**src/rtl/seq_ctrl_pkg.sv**
```systemverilog
// rtl/seq_ctrl_pkg.sv - state encoding and width helper shared by the sequence detector controller and its bench
package seq_ctrl_pkg;

  typedef enum logic [1:0] {
    ST_IDLE   = 2'b00,
    ST_SHIFT  = 2'b01,
    ST_DRAIN  = 2'b10,
    ST_REPORT = 2'b11
  } state_t;

  // Wide enough to hold 0..w detections.
  function automatic int cnt_width(input int w);
    return $clog2(w + 1);
  endfunction

endpackage

```
**src/rtl/seq_ctrl_delay.sv**
```systemverilog
// rtl/seq_ctrl_delay.sv - DEPTH-stage delay line aligning the sample enable with the detector response
module seq_ctrl_delay #(
  parameter int DEPTH = 1
) (
  input  logic clock,
  input  logic reset_n,
  input  logic d,
  output logic q
);

  logic [DEPTH-1:0] pipe;

  always_ff @(posedge clock or negedge reset_n) begin
    if (!reset_n) begin
      pipe <= '0;
    end else begin
      pipe <= (pipe << 1) | DEPTH'(d);
    end
  end

  assign q = pipe[DEPTH-1];

endmodule

```
**src/rtl/seq_detect_controller.sv**
```systemverilog
// rtl/seq_detect_controller.sv - word-to-serial sequencer that scores detector pulses per word
module seq_detect_controller
  import seq_ctrl_pkg::*;
#(
  parameter int W           = 8,
  parameter int DET_LATENCY = 1,
  parameter int CNT_W       = cnt_width(W)
) (
  input  logic             clock,
  input  logic             reset_n,
  input  logic             in_valid,
  output logic             in_ready,
  input  logic [W-1:0]     in_data,
  output logic             seq_out,
  input  logic             detect_in,
  output logic             out_valid,
  input  logic             out_ready,
  output logic [CNT_W-1:0] out_count,
  output logic [1:0]       state
);

  localparam int                 IDX_W      = $clog2(W);
  localparam logic [IDX_W-1:0]   LAST_IDX   = IDX_W'(W - 1);
  localparam logic [2:0]         DRAIN_LAST = 3'((DET_LATENCY > 0) ? DET_LATENCY - 1 : 0);
  localparam logic [CNT_W-1:0]   CNT_MAX    = CNT_W'(W);

  state_t           cur_state;
  state_t           next_state;
  logic [W-1:0]     sreg;
  logic [IDX_W-1:0] bit_idx;
  logic [2:0]       drain_cnt;
  logic [CNT_W-1:0] count;
  logic             accept;
  logic             shifting;
  logic             sample;

  assign accept   = (cur_state == ST_IDLE) && in_valid;
  assign shifting = (cur_state == ST_SHIFT);

  // Detector responses to bit i arrive DET_LATENCY clocks after bit i is driven.
  generate
    if (DET_LATENCY > 0) begin : g_delay
      seq_ctrl_delay #(.DEPTH(DET_LATENCY)) u_delay (
        .clock   (clock),
        .reset_n (reset_n),
        .d       (shifting),
        .q       (sample)
      );
    end else begin : g_bypass
      assign sample = shifting;
    end
  endgenerate

  always_ff @(posedge clock or negedge reset_n) begin
    if (!reset_n) begin
      cur_state <= ST_IDLE;
    end else begin
      cur_state <= next_state;
    end
  end

  always_comb begin
    next_state = cur_state;
    in_ready   = 1'b0;
    out_valid  = 1'b0;
    seq_out    = 1'b1;
    case (cur_state)
      ST_IDLE: begin
        in_ready = 1'b1;
        if (in_valid) next_state = ST_SHIFT;
      end
      ST_SHIFT: begin
        seq_out = sreg[W-1];
        if (bit_idx == LAST_IDX) next_state = (DET_LATENCY > 0) ? ST_DRAIN : ST_REPORT;
      end
      ST_DRAIN: begin
        if (drain_cnt == DRAIN_LAST) next_state = ST_REPORT;
      end
      ST_REPORT: begin
        out_valid = 1'b1;
        if (out_ready) next_state = ST_IDLE;
      end
      default: next_state = ST_IDLE;
    endcase
  end

  always_ff @(posedge clock or negedge reset_n) begin
    if (!reset_n) begin
      sreg      <= '0;
      bit_idx   <= '0;
      drain_cnt <= '0;
      count     <= '0;
    end else if (accept) begin
      sreg      <= in_data;
      bit_idx   <= '0;
      drain_cnt <= '0;
      count     <= '0;
    end else begin
      if (shifting) begin
        sreg    <= {sreg[W-2:0], 1'b0};
        bit_idx <= bit_idx + 1'b1;
      end
      if (cur_state == ST_DRAIN) drain_cnt <= drain_cnt + 3'd1;
      if (sample && detect_in && (count != CNT_MAX)) count <= count + 1'b1;
    end
  end

  assign out_count = count;
  assign state     = cur_state;

endmodule

```
**config.mk**
```make
export PLATFORM = sky130hd
export DESIGN_NAME = seq_detect_controller
export DESIGN_NICKNAME = d
export VERILOG_FILES = /design/src/rtl/seq_ctrl_pkg.sv /design/src/rtl/seq_ctrl_delay.sv /design/src/rtl/seq_detect_controller.sv
export SDC_FILE = /design/constraint.sdc
export NUM_CORES = 1
export LEC_CHECK = 0
export CAP_MARGIN = 20
export CORE_MARGIN = 2
export CORE_UTILIZATION = 27
export CTS_BUF_LIST = sky130_fd_sc_hd__clkbuf_8
export CTS_CLUSTER_SIZE = 30
export DETAILED_ROUTE_END_ITERATION = 6
export HOLD_SLACK_MARGIN = 0.15
export SLEW_MARGIN = 10
export SYNTH_ARGS = -nofsm -noshare
export SYNTH_HDL_FRONTEND = slang
export SYNTH_SLANG_ARGS = --single-unit
```
**constraint.sdc**
```tcl
create_clock -name clock -period 3.7 [get_ports clock]
set_input_delay 0.74 -clock clock [delete_from_list [all_inputs] [get_ports clock]]
set_output_delay 0.74 -clock clock [all_outputs]
set_load 0.02 [all_outputs]
```
# == Word level (Yosys, flattened, before mapping) ==
# Cells that the tools add are included.
# W data, S select, Z words.
# word_totals
register_bits,21
output_inout_bits,9
wordCells,43
# classes
n_addsub,3
n_eq_ne,9
n_mux,16
n_reduce_logical,9
# op_table
op,count
$mux W8,2
$mux W3,4
$mux W2,4
$mux W4,2
$ne A2 B2 Y1 const B,4
$pmux W2 S4,1
$add A3 B1 Y3 const B,2
$reduce_bool A2 Y1,3
$add A4 B1 Y4 const B,1
$eq A2 B2 Y1 const B,2
$ne A4 B4 Y1 const B,1
$reduce_and A4 Y1,1
$eq A3 B3 Y1 const B,1
$logic_and A1 B1 Y1,3
$logic_not A3 Y1,1
$mux W1,3
$eq A2 B1 Y1 const B,1
$logic_not A2 Y1,1

# == Longest topological paths before layout ==
# Gate-level depths: netlist of the first run.
# depth
depth_word,4
mapped_depth,7
ltp_nobuf,5

# == Modules after synthesis ==
# Synthesis of the first run repeated with hierarchy kept, for this count alone.
# hier_totals
hier_cells,106
area_unflattened_um2,1137.3
# by_module_without_submodules
mod,instances,cells_per_inst,area_per_inst_um2,seq_area_each_um2
seq_detect_controller,1,105,1112.3,500.5
seq_ctrl_delay,1,1,25.0,25.0

# == Worst setup path before layout of the first run ==
# Ideal clock, no wire load.
# synth_path
kind,register to output
start,"register cur_state[1], in the netlist state[1]"
end,output port seq_out
t_arrival_ps,1273
required_ps,2960
path_slack_ps,1687
path_stages_with_launch,5
path_buffers,1
path_cell_list,dfrtp_1 -> inv_1 -> ha_1 -> buf_2 -> nand2b_1
# synth_via
elab_chain_len,2
# synth_rtl
element,line,text
from (decl),seq_detect_controller.sv:27,state_t cur_state;
from (signal assigned),seq_detect_controller.sv:58,cur_state <= next_state;
$eq A2 B1 Y1,-,
named net g_delay.u_delay.d,seq_ctrl_delay.sv:7,"input logic d,"
$mux W1,seq_detect_controller.sv:67,case (cur_state)
to (decl),seq_detect_controller.sv:14,"output logic seq_out,"
# The timed path passes the listed nets, and every way through them passes these cells.

# == Final worst setup path of the first run ==
# Ends and elaborated chain as after synthesis.

==> impl_metrics.ini, run 1 <==
[status]
status = completed

[drt]
routed_wl_mm = 2.10
drc_errors = 0
drt_first_iter_violations = 12
ant_nets = 0
routedWlPerCell_um = 11.8
first_pass_iters = 4
vias = 806
viasPerCell = 4.53

[placement]
placed_cell_area_um2 = 1400
routabilityCongestion = 0.667
portBuffers = 21
hpwl_mm = 1.60

[synthesis]
netlist_area_um2 = 1140
synth_top_area_frac = 0.462
synth-async-reset-ratio = 1.00
avgSynthCellArea_um2 = 10.7
synth.area.top_cells = dfrtp_1, ha_1, mux2i_1, nand2_1, o21ai_1
synthFlopType = dfrtp_1
ys_types = 27
synth-seq-cells = 21
synth_edf_count = 0
yosys_warnings = 0
netlist.top_cell.by_area = dfrtp_1
syn_inst = 106
synth_nets = 130
ys_seq_area_frac = 0.462

[floorplanning]
die-height_um = 68.9
die_area_um2 = 4750
ios = 22
initial_core_util = 0.282
coreArea_um2 = 4030
die_w_um = 68.9
rows = 23

[finish]
areaGrowthSynthToFinish_pct = 27.0
fillers = 411
multi_input_area_um2 = 571
final_area_um2 = 1440
drive_gt1_frac = 0.0547
nets = 153
mostFrequentLayoutCells = dfrtp_1, clkdlybuf4s50_1, nand2_1
diodes = 0
seq_area_um2 = 526

[worst_setup_path]
crit_arrival_ps = 1810
cp-end-kind = output pin
cp_max_fo = 14
worstPathRequired_ps = 2960
r2r-start = state[1]$_DFFE_PN0P_
regToRegSetupSlack_ps = 1900
crit_type = flop to output pin
worstSetupStartpointType = flop
reg2reg_to = state[1]$_DFFE_PN0P_
reg2reg_depth = 6

[min_path]
hp-start = sreg[0]$_DFFE_PN0P_
hp-class = flop to flop
min_to = sreg[0]$_DFFE_PN0P_
holdPathStages = 2

[timing]
finalCritPeriodShare = 0.690
period_minus_slack_ps = 2550
rsz0062_at_grt = no
worst_pin_slew_ps = 942
relSlewSlack = 0.370
clock_skew_ps = 3.94
finalSetupTns_ps = 0
hold_viol = 0
setup_viol = 0
max_freq_mhz = 392
maxSlewViolCount = 0

[clock_tree]
hold_buffers = 0
cts_buffer_depth = 2
clock-sinks = 21
clk_latency_ps = 250
cts-root-buf = clkbuf_8
cts_resized = 0
cts.reportedPaths.clkPinSlew_ps = 70
postCtsSetupBuffers = 0
cts_tree = yes
htreeDepth = 1
numCtsBuffers = 3

[pwr]
ir_worst_vdd_uv = 298
p_leak_nw = 0.648
power_density_nw_per_um2 = 780

[run]
cap_violations = 0

[global_routing]
grt_pass1_wl_mm = 3.54
grt_overflow = 0
grt.total_usage = 0.102
antenna_found_initial = 0
grt_max_degree = 25
grt_pass1_vias = 814
how the worst max path moves through the flow:
stage | startpoint | to | slack, ps | cells after the start
final | state[1]$_DFFE_PN0P_ | seq_out | 1150 | 5
after global routing | state[1]$_DFFE_PN0P_ | seq_out | 1040 | 5
after CTS | state[1]$_DFFE_PN0P_ | seq_out | 1120 | 5
after floorplan | state[1]$_DFFE_PN0P_ | seq_out | 1690 | 4
after detailed placement | state[1]$_DFFE_PN0P_ | seq_out | 1410 | 5
after global placement | state[1]$_DFFE_PN0P_ | seq_out | 1440 | 5
per-layer routing:
metal / GRT usage / vias up / routed length, um
li1: - / 401 / -
met5: 0 / - / 0
met2: 0.177 / 14 / 1090
met1: 0.124 / 389 / 920
met3: 0.0162 / 2 / 75
met4: 0.0441 / 0 / 17
synthesized netlist by cell type, types with 2 or more instances:
library cell	instances
or3_1	3
inv_1	6
xnor2_1	2
ha_1	11
mux2i_1	11
nor2b_1	2
o21ai_0	3
nor2_1	7
o21ai_1	6
a21oi_1	3
dfrtp_1	21
nand3_1	2
nand2_1	13
buf_2	3
worst max-delay path, cell delays in order, from the launching register on:
cell             delay, ps
dfrtp_1                400
inv_1                  100
ha_1                   180
buf_4                  200
nand2b_1                90
clkdlybuf4s50_1        590
where the power goes:
part | switching, mW | internal, mW | total (mW) | leakage [nW]
Sequential | 0.0733 | 0.329 | 0.402 | 0.267
Clock | 0.0683 | 0.0737 | 0.142 | 0.0269
Combinational | 0.291 | 0.291 | 0.582 | 0.354
per-stage QoR:
stage | utilization | total power, mW | std cells | setup slack (ps) | hold slack (ps)
after detailed placement | 0.347 | 1.00 | 174 | 1410 | 510
after floorplan | - | 0.820 | 106 | 1690 | 444
after CTS | 0.358 | 1.15 | 178 | 1120 | 531
after global placement | 0.347 | 0.966 | 174 | 1440 | 509
after global routing | 0.358 | 1.22 | 178 | 1040 | 559
final | 0.358 | 1.13 | 178 | 1150 | 528
flip-flops by register name, indices dropped and copies added (netlist names):
register	count
g_delay.u_delay.q	1
out_count	4
sreg	8
bit_idx	3
state	2
drain_cnt	3
cell type report:
type | count | area share
timing repair buffer | 22 | 0.151
tap | 50 | 0.0433
clock inverter | 1 | 0.00260
inverter | 6 | 0.0156
sequential | 21 | 0.364
multi-input combinational | 75 | 0.395
clock buffer | 3 | 0.0286
logic make-up (layout without fill, tap and decap cells):
| group | count (synthesis) | count (layout) | share of synthesized area |
|---|---|---|---|
| AND/OR/NAND/NOR | 33 | 33 | 0.152 |
| flip-flops | 21 | 21 | 0.462 |
| AO/OA/AOI/OAI | 16 | 16 | 0.0990 |
| multiplexers | 12 | 12 | 0.107 |
| adder cells (fa/ha/maj) | 11 | 11 | 0.121 |
| buffers and inverters | 10 | 32 | 0.0363 |
| XOR/XNOR | 3 | 3 | 0.0231 |
No activity file was read; power rests on OpenSTA's default activity.
==> inputs of run 2 (changes only) <==
Clock period 3.7 ns to 2.15 ns, I/O delays scaled along.
==> run 2 against run 1 <==
Net effect: sequential cell count is the same; via count grew 4.2%; utilization grew 0.90 points; power grew 77%; global-route usage grew 0.97 points; clock skew shrank 0.80 ps; first-iteration DRC count grew 58%; setup slack lost 920 ps; register-to-register slack lost 1600 ps; sequential share of layout area shrank 0.89 points; final cell count grew 2.2%; critical endpoint is now out_valid.
==> impl_metrics.ini, run 2 (synthesized netlist as in run 1, its figures left out) <==
[floorplanning]
coreArea_um2 = 4030
die_area_um2 = 4750
die_w_um = 68.9
die-height_um = 68.9
initial_core_util = 0.282
ios = 22
rows = 23

[global_routing]
grt_use_met2 = 0.212
busiest_layer = met2
use_met3 = 0.0211
antenna_found_initial = 0
grt_pass1_wl_mm = 3.97
met1_usage = 0.122
grt.total_usage = 0.111
grt_pass1_vias = 913
grt_max_degree = 22
grt_overflow = 0

[min_path]
hp-class = input pin to asynchronous set/reset pin

[worst_setup_path]
cp-end-kind = output pin
crit_type = flop to output pin
worstPathRequired_ps = 1720
crit_arrival_ps = 1500
cp_max_fo = 5
worstSetupStartpointType = flop

[timing]
max_freq_mhz = 519
clock_skew_ps = 3.13
worst_pin_slew_ps = 323
finalSetupTns_ps = 0
period_minus_slack_ps = 1930
hold_viol = 0
rsz0062_at_grt = no
finalCritPeriodShare = 0.896
relSlewSlack = 0.785
setup_viol = 0
hold-worst-slack_ps = 521
maxSlewViolCount = 0

[placement]
dp_cells = 178
hpwl_mm = 1.74
portBuffers = 21
routabilityCongestion = 0.774

[drt]
ant_nets = 0
routed_wl_mm = 2.26
drc_errors = 0
vias = 840
viasPerCell = 4.62
first_pass_iters = 4
drt_first_iter_violations = 19
routedWlPerCell_um = 12.4

[finish]
drive_gt1_frac = 0.0909
largest_register = sreg
largest_register_ff_count = 8
nets = 157
areaGrowthSynthToFinish_pct = 30.1
diodes = 0
final_cells = 182
final_common_cell = dfrtp_1
mostFrequentLayoutCells = dfrtp_1, clkdlybuf4s50_1, nand2_1

[status]
status = completed

[pwr]
ir_worst_vdd_uv = 674
comb_power_share = 0.525
power_mw = 1.99
p_switching_mw = 0.776
seqPwrFrac = 0.346
p_sw_frac = 0.389
p_leak_nw = 0.683
power_density_nw_per_um2 = 1350
p_int_mw = 1.22
clock_power_share = 0.128

[clock_tree]
htreeDepth = 1
cts.reportedPaths.clkPinSlew_ps = 80
cts_buffer_depth = 2
numCtsBuffers = 3
cts-root-buf = clkbuf_8
clock-sinks = 21
clk_latency_ps = 250
postCtsSetupBuffers = 0
cts_tree = yes

[run]
cap_violations = 0
[run 2: cell count changes in the layout (fill, tap and decap cells not counted)]
cell	before	now
clkdlybuf4s50_1	21	19
buf_4	1	5
inv_1	7	6
dlymetal6s2s_1	0	2
clkinv_2	0	1
[run 2: per-layer routing]
layer	part of all wire	routed length (um)
met1	0.43	961
met2	0.53	1190
met3	0.035	79
met4	0.010	23
met5	0	0
[run 2: timing repair]
| action | in CTS | in global routing |
|---|---|---|
| resized for setup | 0 | 2 |
| setup endpoints to repair | 0 | 2 |
| hold buffers | 0 | 0 |
[run 2: path summary, 6_finish.rpt]
| check | startpoint | end | slack, ps | cells after the start |
|---|---|---|---|---|
| worst min-delay path | reset_n | sreg[4]$_DFFE_PN0P_ | 520 | 2 |
| worst min register to register | sreg[0]$_DFFE_PN0P_ | sreg[0]$_DFFE_PN0P_ | 540 | 2 |
| min in group clock | sreg[0]$_DFFE_PN0P_ | sreg[0]$_DFFE_PN0P_ | 540 | 2 |
| worst max register to register | state[1]$_DFFE_PN0P_ | state[1]$_DFFE_PN0P_ | 320 | 6 |
| max in group asynchronous | reset_n | drain_cnt[0]$_DFFE_PN0P_ | 1410 | 2 |
| worst max-delay path | state[0]$_DFFE_PN0P_ | out_valid | 220 | 2 |
[run 2: critical path, stage by stage (launching register included)]
cell and delay (ps):
dfrtp_1 420, ha_1 210, clkdlybuf4s50_1 610
[run 2: layout make-up]
cell class	count	area (um2)
fillers	404	2550
multi-input cells	75	571
flip-flops and latches	21	526
repair buffers	26	253
well taps	50	62.6
clock buffers	3	41.3
inverters	6	22.5
clock inverters	1	5.00
[run 2: power groups by stage]
stage | registers [mW] | clock network, mW | logic (mW)
after floorplan | 0.718 | 0 | 0.693
after global placement | 0.685 | 0 | 1.01
after detailed placement | 0.701 | 0 | 1.06
after CTS | 0.693 | 0.265 | 1.07
after global routing | 0.718 | 0.285 | 1.17
final | 0.691 | 0.256 | 1.05
[run 2: per-stage QoR]
step / cell area [um2] / util / setup slack [ps]
floorplan: 1140 / - / 291
global placement: 1430 / 0.355 / 352
detailed placement: 1430 / 0.355 / 297
CTS: 1480 / 0.366 / 8.59
global route: 1480 / 0.367 / 157
finish: 1480 / 0.367 / 223
